### src/rtl/oam_dma_controller.sv
// OAM DMA sequencer and shared-bus arbiter between the CPU and the DMA engine.
// Define DMA_READBACK_EN to make CPU reads of 0xFF46 return the latched source page.
module oam_dma_controller #(
    parameter int BYTE_CLKS = 4,
    parameter int DMA_LEN   = 160
) (
    input  logic        cpu_clk,
    input  logic        rst,
    input  logic [15:0] cpu_addr,
    input  logic        cpu_rd,
    input  logic        cpu_wr,
    input  logic [7:0]  cpu_wdata,
    output logic [7:0]  cpu_rdata,
    output logic [15:0] mem_addr,
    output logic        mem_rd,
    output logic        mem_wr,
    output logic [7:0]  mem_wdata,
    input  logic [7:0]  mem_rdata,
    output logic [7:0]  oam_addr,
    output logic        oam_wr,
    output logic [7:0]  oam_wdata,
    output logic        dma_active,
    output logic        cpu_blocked
);

    localparam int PW = $clog2(BYTE_CLKS);
    localparam logic [PW-1:0] LAST_PH  = PW'(BYTE_CLKS - 1);
    localparam logic [7:0]    LAST_IDX = 8'(DMA_LEN - 1);

    typedef enum logic [1:0] {IDLE, START, XFER} state_t;

    state_t        state, state_n;
    logic [7:0]    src, src_n;
    logic [7:0]    idx, idx_n;
    logic [PW-1:0] phase, phase_n;
    logic          blocked;
    logic          trigger;
    logic          cpu_low;
    logic          xfer;

    assign trigger = cpu_wr && (cpu_addr == 16'hFF46);
    assign cpu_low = cpu_addr < 16'hFF00;
    assign xfer    = state == XFER;

    always_ff @(posedge cpu_clk) begin
        if (!rst) begin
            state   <= IDLE;
            src     <= 8'h00;
            idx     <= 8'h00;
            phase   <= '0;
            blocked <= 1'b0;
        end else begin
            state   <= state_n;
            src     <= src_n;
            idx     <= idx_n;
            phase   <= phase_n;
            blocked <= xfer && (cpu_rd || cpu_wr) && cpu_low;
        end
    end

    // A trigger wins over every state transition, including the final byte.
    always_comb begin
        state_n = state;
        src_n   = src;
        idx_n   = idx;
        phase_n = phase;
        if (trigger) begin
            state_n = START;
            src_n   = cpu_wdata;
            idx_n   = 8'h00;
            phase_n = '0;
        end else begin
            unique case (state)
                IDLE: ;
                START: begin
                    if (phase == LAST_PH) begin
                        state_n = XFER;
                        phase_n = '0;
                    end else begin
                        phase_n = phase + 1'b1;
                    end
                end
                XFER: begin
                    if (phase == LAST_PH) begin
                        phase_n = '0;
                        if (idx == LAST_IDX) state_n = IDLE;
                        else idx_n = idx + 8'd1;
                    end else begin
                        phase_n = phase + 1'b1;
                    end
                end
                default: state_n = IDLE;
            endcase
        end
    end

    always_comb begin
        mem_addr  = cpu_addr;
        mem_rd    = cpu_rd && cpu_low;
        mem_wr    = cpu_wr && cpu_low;
        mem_wdata = cpu_wdata;
        oam_addr  = idx;
        oam_wdata = mem_rdata;
        oam_wr    = 1'b0;
        cpu_rdata = mem_rdata;
        if (xfer) begin
            mem_addr  = {src, idx};
            mem_rd    = phase == '0;
            mem_wr    = 1'b0;
            mem_wdata = 8'h00;
            oam_wr    = phase == PW'(1);
            if (cpu_low) cpu_rdata = 8'hFF;
        end
        if (cpu_addr == 16'hFF46) begin
`ifdef DMA_READBACK_EN
            cpu_rdata = src;
`else
            cpu_rdata = 8'hFF;
`endif
        end
    end

    assign dma_active  = xfer;
    assign cpu_blocked = blocked;

endmodule
### config.mk
export PLATFORM = sky130hd
export DESIGN_NAME = oam_dma_controller
export DESIGN_NICKNAME = d
export VERILOG_FILES = /design/src/rtl/oam_dma_controller.sv
export SDC_FILE = /design/constraint.sdc
export NUM_CORES = 1
export LEC_CHECK = 0
export CORE_AREA = 2 2 49 85
export CTS_CLUSTER_DIAMETER = 30
export CTS_CLUSTER_SIZE = 40
export DETAILED_ROUTE_END_ITERATION = 7
export DIE_AREA = 0 0 51 87
export PLACE_DENSITY = 0.87
export REMOVE_ABC_BUFFERS = 1
export SETUP_SLACK_MARGIN = 0.2
export SYNTH_ARGS = -nofsm -noshare
export SYNTH_HDL_FRONTEND = slang
export SYNTH_SLANG_ARGS = --single-unit
### constraint.sdc
create_clock -name cpu_clk -period 4.6 [get_ports cpu_clk]
set_input_delay 1.15 -clock cpu_clk [delete_from_list [all_inputs] [get_ports cpu_clk]]
set_output_delay 1.15 -clock cpu_clk [all_outputs]
set_load 0.01 [all_outputs]
==> load_flow_metrics.sql, run 1 <==
INSERT INTO impl_metrics (metric_group, metric, value, unit) VALUES
('run_status', 'run_status', 'finished clean', ''),
('pwr', 'cellInternalPower', '309.4', 'uW'),
('finish', 'finish.net_count', '299', ''),
('global_routing', 'gr-usage-all-layers', '0.2131', ''),
('floorplanning', 'fp.coreArea', '3791', 'sq um'),
('drt', 'number_of_remaining_drc_errors', '0', ''),
('placement', 'gp_congestion', '0.8629', ''),
('drt', 'finalWirelength', '4440', 'um'),
('pwr', 'switching_share', '0.2397', ''),
('placement', 'dpl.hpwl', '3658', 'um'),
('cts', 'ctsHtreeMaxLevel', '1', ''),
('drt', 'detailroute.via_count', '1561', ''),
('global_routing', 'number_of_global_route_vias_before_repair', '1532', ''),
('finish', 'antennaDiodeCount', '0', ''),
('floorplanning', 'fp.dieW', '51', 'um'),
('cts', 'cts_hold_buffers', '0', ''),
('cts', 'postCtsResizedCells', '11', ''),
('cts', 'clock_tree_from_tritoncts', 'done', ''),
('floorplanning', 'floorplan.initialDensity', '0.3799', ''),
('critical_path', 'number_of_cell_instances_on_the_worst_register_to_register_path', '6', ''),
('floorplanning', 'die_height', '87', 'um'),
('global_routing', 'grt.overflow.total', '0', ''),
('cts', 'post_cts.repair.setup_buffers', '0', ''),
('critical_path', 'critPathCaptureType', 'output port', ''),
('timing', 'period_minus_slack', '4281', 'ps'),
('floorplanning', 'boundaryPins', '89', ''),
('finish', 'area.growth.synth_to_final', '63.25', '%'),
('critical_path', 'worstSetupPathType', 'in -> out', ''),
('timing', 'tightest_slew', '944.4', 'ps'),
('synthesis', 'postSynthCellCount', '176', ''),
('min_path', 'worst_hold_stages', '2', ''),
('critical_path', 'start_kind', 'input port', ''),
('placement', 'portBuffers', '88', ''),
('floorplanning', 'die_area', '4437', 'sq um'),
('synthesis', 'synthesis.area_per_instance', '8.183', 'sq um'),
('synthesis', 'synth_cell_type_count', '35', ''),
('pwr', 'clock_power_share', '0.303', ''),
('placement', 'preCtsSetupSlack', '-30.64', 'ps'),
('global_routing', 'grt_start_max_net_pins', '21', ''),
('drt', 'drt-vias-per-instance', '5.152', ''),
('cts', 'worst_skew_pair.late_latency', '270', 'ps'),
('synthesis', 'syn_area', '1440', 'sq um'),
('pwr', 'pwr-share-seq', '0.446', ''),
('job', 'max_cap_viol_count', '0', ''),
('drt', 'drt-pass1-iter-count', '4', ''),
('cts', 'cts_buffer_depth', '2', ''),
('synthesis', 'ys_warn_count', '0', ''),
('synthesis', 'synth-seq-cells', '21', ''),
('cts', 'worst_setup_hold_path_clk_slew', '80', 'ps'),
('synthesis', 'synth_sequential_area_ratio', '0.2919', ''),
('global_routing', 'grt_pass1_wl', '7162', 'um'),
('drt', 'drt-initial-drc-count', '17', ''),
('timing', 'worst_slack', '318.6', 'ps'),
('timing', 'timing.final.max_slew_violations', '0', ''),
('cts', 'clock_sink_count', '21', ''),
('pwr', 'combinationalPowerShare', '0.251', ''),
('critical_path', 'worst-endpoint-arrival', '3130', 'ps'),
('floorplanning', 'row_count', '30', ''),
('pwr', 'irDropWorstVdd', '0.1578', 'mV'),
('min_path', 'hold_class', 'reg -> reg', ''),
('drt', 'postRouteAntennaNets', '0', ''),
('timing', 'grt_setup_unrepaired', 'false', ''),
('finish', 'share_of_final_layout_standard_cells_stronger_than_drive_strength_1', '0.1333', ''),
('global_routing', 'initial_antenna_violation_count', '0', ''),
('critical_path', 'path_max_fanout', '8', ''),
('cts', 'cts_root_buf', 'clkbuf_8', ''),
('timing', 'setup_viol', '0', ''),
('cts', 'tritoncts.num_buffers', '3', ''),
('timing', 'fin_skew', '4.688', 'ps'),
('pwr', 'overall_power_of_the_completed_layout', '407.0', 'uW'),
('timing', 'max_slew_margin', '0.3655', ''),
('pwr', 'power_switching', '97.53', 'uW'),
('critical_path', 'critPathRequiredTime', '3450', 'ps'),
('timing', 'finalCritPeriodShare', '0.9307', ''),
('pwr', 'total_power_per_unit_cell_area', '173.1', 'nW/um^2'),
('timing', 'fmax', '0.2336', 'GHz'),
('timing', 'hold_violations', '0', ''),
('drt', 'routedWlPerCell', '14.65', 'um'),
('pwr', 'power.leakage', '0.8393', 'nW');
==> power groups by stage <==
stage / clock network [mW] / logic [mW] / registers, mW
6_report: 0.123 / 0.102 / 0.182
4_1_cts: 0.127 / 0.102 / 0.182
3_5_place_dp: 0 / 0.105 / 0.186
2_1_floorplan: 0 / 0.0265 / 0.186
5_1_grt: 0.135 / 0.108 / 0.182
3_3_place_gp: 0 / 0.104 / 0.186
==> layer usage <==
metal / global-route usage / routed length [um] / vias up
li1: - / - / 759
met1: 0.2023 / 1518 / 683
met2: 0.3932 / 2249 / 98
met3: 0.06014 / 470 / 21
met4: 0.1229 / 202 / 0
met5: 0 / 0 / -
==> cell usage after synthesis, drive strengths merged <==
cell / number / share of area
mux2i: 2 / 0.014
nor3: 3 / 0.010
mux2: 16 / 0.13
nor3b: 1 / 0.0052
o21ai: 12 / 0.044
or4bb: 1 / 0.0078
and4: 1 / 0.0061
nor2: 14 / 0.036
inv: 8 / 0.021
a2111oi: 2 / 0.012
a21oi: 14 / 0.049
dfxtp: 21 / 0.29
nand4: 3 / 0.013
ha: 7 / 0.061
and3: 1 / 0.0043
or4: 1 / 0.0052
nand2: 8 / 0.021
xor2: 1 / 0.0061
a41o: 1 / 0.0070
clkinv: 1 / 0.0026
and2: 1 / 0.0043
o211ai: 2 / 0.010
or4b: 1 / 0.0070
nor4: 1 / 0.0043
nand4b: 1 / 0.0061
or2: 9 / 0.039
clkbuf: 6 / 0.016
buf: 10 / 0.053
nand3: 11 / 0.038
xnor2: 5 / 0.030
a211oi: 1 / 0.0052
nor2b: 10 / 0.043
==> sequential cells by signal, indices dropped and copies added (netlist names) <==
signal and flops:
cpu_blocked 1, src 8, phase 2, state 2
oam_addr 8
==> metrics by stage <==
stage | hold slack (ps) | cell area [sq um] | utilization | instances | TNS (ps)
3_5_place_dp | 460.4 | 2305 | 0.6079 | 299 | -230.5
6_report | 470.6 | 2351 | 0.6201 | 303 | 0
5_1_grt | 503.6 | 2351 | 0.6201 | 303 | 0
2_1_floorplan | 446.0 | 1341 | - | 160 | 0
3_3_place_gp | 457.8 | 2305 | 0.6079 | 299 | -28.30
4_1_cts | 473.1 | 2351 | 0.6201 | 303 | 0
==> layout make-up <==
class / instances / area, sq um
Fill cell: 328 / 1440
Multi-Input combinational cell: 130 / 898.4
Timing Repair Buffer: 91 / 893.4
Sequential cell: 21 / 420.4
Tap cell: 48 / 60.06
Clock buffer: 4 / 45.04
Inverter: 9 / 33.78
==> final timing paths <==
check | slack [ps] | endpoint | startpoint
min | 470 | src[3] | src[3]
max | 320 | cpu_rdata[0] | cpu_addr[5]
min reg2reg | 470 | src[3] | src[3]
max reg2reg | 2440 | oam_addr[4] | state[0]
==> cells by family after synthesis <==
| family | Yosys count | synth area share |
|---|---|---|
| and+or+nand+nor | 67 | 0.2520 |
| AOI/OAI and AO/OA | 32 | 0.1277 |
| buffers and inverters | 25 | 0.09209 |
| DFF | 21 | 0.2919 |
| muxes | 18 | 0.1390 |
| adders and majority gates | 7 | 0.06081 |
| xor gates and xnor gates | 6 | 0.03649 |
==> layout by cell type, fill, tap and decap left out, types with 8 or more instances in the layout <==
master and n:
clkdlybuf4s50_1 80, dfxtp_1 21, mux2_2 16, nor2_1 14
a21oi_1 14, o21ai_0 11, nand3_1 11, nor2b_1 10
or2_2 9, inv_1 8, dlygate4sd2_1 8
==> critical path, stage by stage <==
cell             delay (ps)
clkdlybuf4s50_1         460
or4b_1                  540
or4_4                   520
nand2_4                 100
or2_2                   110
dlygate4sd2_1           250
(Power assumes the default switching activity.)
==> inputs of run 2 (changes only) <==
--- a/config.mk
+++ b/config.mk
@@ -12,7 +12,6 @@
 export DIE_AREA = 0 0 51 87
 export PLACE_DENSITY = 0.87
 export REMOVE_ABC_BUFFERS = 1
-export SETUP_SLACK_MARGIN = 0.2
 export SYNTH_ARGS = -nofsm -noshare
 export SYNTH_HDL_FRONTEND = slang
 export SYNTH_SLANG_ARGS = --single-unit
==> run 2 against run 1 <==
Compared with the run above:
- first-iteration DRC count rose by 71%
- sequential power hardly changed
- critical path depth unchanged
- largest cell class is now buffers
- register-to-register slack barely moved
- global-route usage hardly changed
- hold slack hardly changed
- setup slack worse by 260 ps
- routed wire length increased by 0.97%
- critical endpoint unchanged
==> load_flow_metrics.sql, run 2 (synthesis gave the netlist of run 1 again) <==
INSERT INTO impl_metrics (metric_group, metric, value, unit) VALUES
('critical_path', 'start_kind', 'input port', ''),
('finish', 'final_cell_mix', 'clkdlybuf4s50_1, dfxtp_1, mux2_2, nor2_1, a21oi_1', ''),
('job', 'max_cap_viol_count', '0', ''),
('critical_path', 'rr_startpoint', 'state[0]', ''),
('cts', 'cts_buffer_depth', '2', ''),
('drt', 'drt-vias-per-instance', '5.211', ''),
('placement', 'dpl.hpwl', '3658', 'um'),
('timing', 'grt_setup_unrepaired', 'false', ''),
('drt', 'drt-initial-drc-count', '29', ''),
('cts', 'cts_root_buf', 'clkbuf_8', ''),
('critical_path', 'worst-endpoint-arrival', '3390', 'ps'),
('global_routing', 'grt_pass1_wl', '7127', 'um'),
('drt', 'finalWirelength', '4483', 'um'),
('critical_path', 'crit-reg2reg-capture', 'oam_addr[4]', ''),
('drt', 'routedWlPerCell', '14.80', 'um'),
('finish', 'antennaDiodeCount', '0', ''),
('floorplanning', 'row_count', '30', ''),
('drt', 'detailroute.via_count', '1579', ''),
('pwr', 'power.leakage', '0.8484', 'nW'),
('floorplanning', 'fp.dieW', '51', 'um'),
('timing', 'max_slew_margin', '0.3621', ''),
('floorplanning', 'die_area', '4437', 'sq um'),
('critical_path', 'critPathCaptureType', 'output port', ''),
('pwr', 'total_power_per_unit_cell_area', '173.0', 'nW/um^2'),
('run_status', 'run_status', 'finished clean', ''),
('critical_path', 'number_of_cell_instances_on_the_worst_register_to_register_path', '6', ''),
('critical_path', 'timing.reg2reg.setup_slack', '2440', 'ps'),
('floorplanning', 'boundaryPins', '89', ''),
('pwr', 'irDropWorstVdd', '0.1585', 'mV'),
('floorplanning', 'fp.coreArea', '3791', 'sq um'),
('critical_path', 'crit_path_from', 'cpu_addr[5]', ''),
('drt', 'drt-pass1-iter-count', '4', ''),
('timing', 'fmax', '0.2202', 'GHz'),
('pwr', 'overall_power_of_the_completed_layout', '410.0', 'uW'),
('cts', 'clock_sink_count', '21', ''),
('critical_path', 'worstSetupPathType', 'in -> out', ''),
('cts', 'worst_skew_pair.late_latency', '270', 'ps'),
('timing', 'finalCritPeriodShare', '0.9871', ''),
('timing', 'period_minus_slack', '4541', 'ps'),
('finish', 'post-route-cell-area', '2370', 'sq um'),
('timing', 'tightest_slew', '949.5', 'ps'),
('critical_path', 'critPathRequiredTime', '3450', 'ps'),
('cts', 'cts_hold_buffers', '0', ''),
('finish', 'area.growth.synth_to_final', '64.55', '%'),
('drt', 'number_of_remaining_drc_errors', '0', ''),
('critical_path', 'worst_setup_path_endpoint', 'cpu_rdata[0]', ''),
('global_routing', 'grt.overflow.total', '0', ''),
('finish', 'finish.net_count', '299', ''),
('cts', 'clock_tree_from_tritoncts', 'done', ''),
('placement', 'placement.cell_area', '2305', 'sq um'),
('global_routing', 'grt_start_max_net_pins', '21', ''),
('finish', 'final_common_cell', 'clkdlybuf4s50_1', ''),
('cts', 'ctsHtreeMaxLevel', '1', ''),
('placement', 'gp_congestion', '0.8629', ''),
('drt', 'postRouteAntennaNets', '0', ''),
('finish', 'share_of_final_layout_standard_cells_stronger_than_drive_strength_1', '0.1373', ''),
('cts', 'worst_setup_hold_path_clk_slew', '80', 'ps'),
('global_routing', 'number_of_global_route_vias_before_repair', '1513', ''),
('min_path', 'worst_hold_stages', '2', ''),
('floorplanning', 'die_height', '87', 'um'),
('timing', 'fin_skew', '5.653', 'ps'),
('timing', 'hold_violations', '0', ''),
('timing', 'timing.final.max_slew_violations', '0', ''),
('placement', 'portBuffers', '88', ''),
('global_routing', 'initial_antenna_violation_count', '0', ''),
('global_routing', 'gr-usage-all-layers', '0.2128', ''),
('floorplanning', 'floorplan.initialDensity', '0.3799', ''),
('critical_path', 'path_max_fanout', '8', ''),
('timing', 'setup_viol', '0', ''),
('cts', 'tritoncts.num_buffers', '3', ''),
('min_path', 'hold_class', 'reg -> reg', '');
## run 2: cell count changes in the layout (fill, tap and decap cells not counted), sizes merged
cell           before  now
dlymetal6s2s        0    2
clkdlybuf4s50      80   86
dlygate4sd2         8    0
## run 2: worst min-delay path by stage
stage | from | to | slack (ps)
after floorplan | src[0] | src[0] | 450
after global placement | src[1] | src[1] | 460
after detailed placement | src[1] | src[1] | 460
after CTS | src[1] | src[1] | 470
after global routing | src[1] | src[1] | 500
final | src[1] | src[1] | 470
## run 2: critical path, stage by stage
cell and delay (ps):
clkdlybuf4s50_1 460, or4b_4 540, or4_4 510, nand2_4 100
or2_2 110, clkdlybuf4s50_1 520
## run 2: final cells by class
cell class,instances,area (sq um)
flip-flops and latches,21,420.4
repair buffers,91,908.4
multi-input cells,130,902.1
inverters,9,33.78
fillers,323,1421
clock buffers,4,45.04
well taps,48,60.06
## run 2: layer usage
layer  GRT usage  up-vias  wire [um]
met5           0        -          0
met4      0.1204        0        207
met3     0.05155       19        446
met2      0.3932       96       2293
met1      0.2077      702       1536
li1            -      762          -
## run 2: metrics by stage
| step | cells | setup WS (ps) | util | hold slack (ps) | TNS, ps |
|---|---|---|---|---|---|
| CTS | 303 | 10.72 | 0.6205 | 473.1 | 0 |
| detailed placement | 299 | -30.64 | 0.6079 | 460.4 | -230.5 |
| global route | 303 | 7.674 | 0.6251 | 503.6 | 0 |
| global placement | 299 | -5.274 | 0.6079 | 457.8 | -28.30 |
| floorplan | 160 | 856.4 | - | 446.0 | 0 |
| finish | 303 | 59.20 | 0.6251 | 470.3 | 0 |
## run 2: power breakdown
group | internal (mW) | switching (mW) | total (mW)
Combinational | 0.0685 | 0.0362 | 0.105
Clock | 0.0619 | 0.0617 | 0.124
Sequential | 0.182 | 0.000000602 | 0.182
## run 2: repair_timing
action | CTS | global route
cloned | 0 | 0
buffers inserted | 0 | 0
gates resized for setup | 1 | 5
endpoints found under the setup margin | 8 | 8
pin swaps | 0 | 1
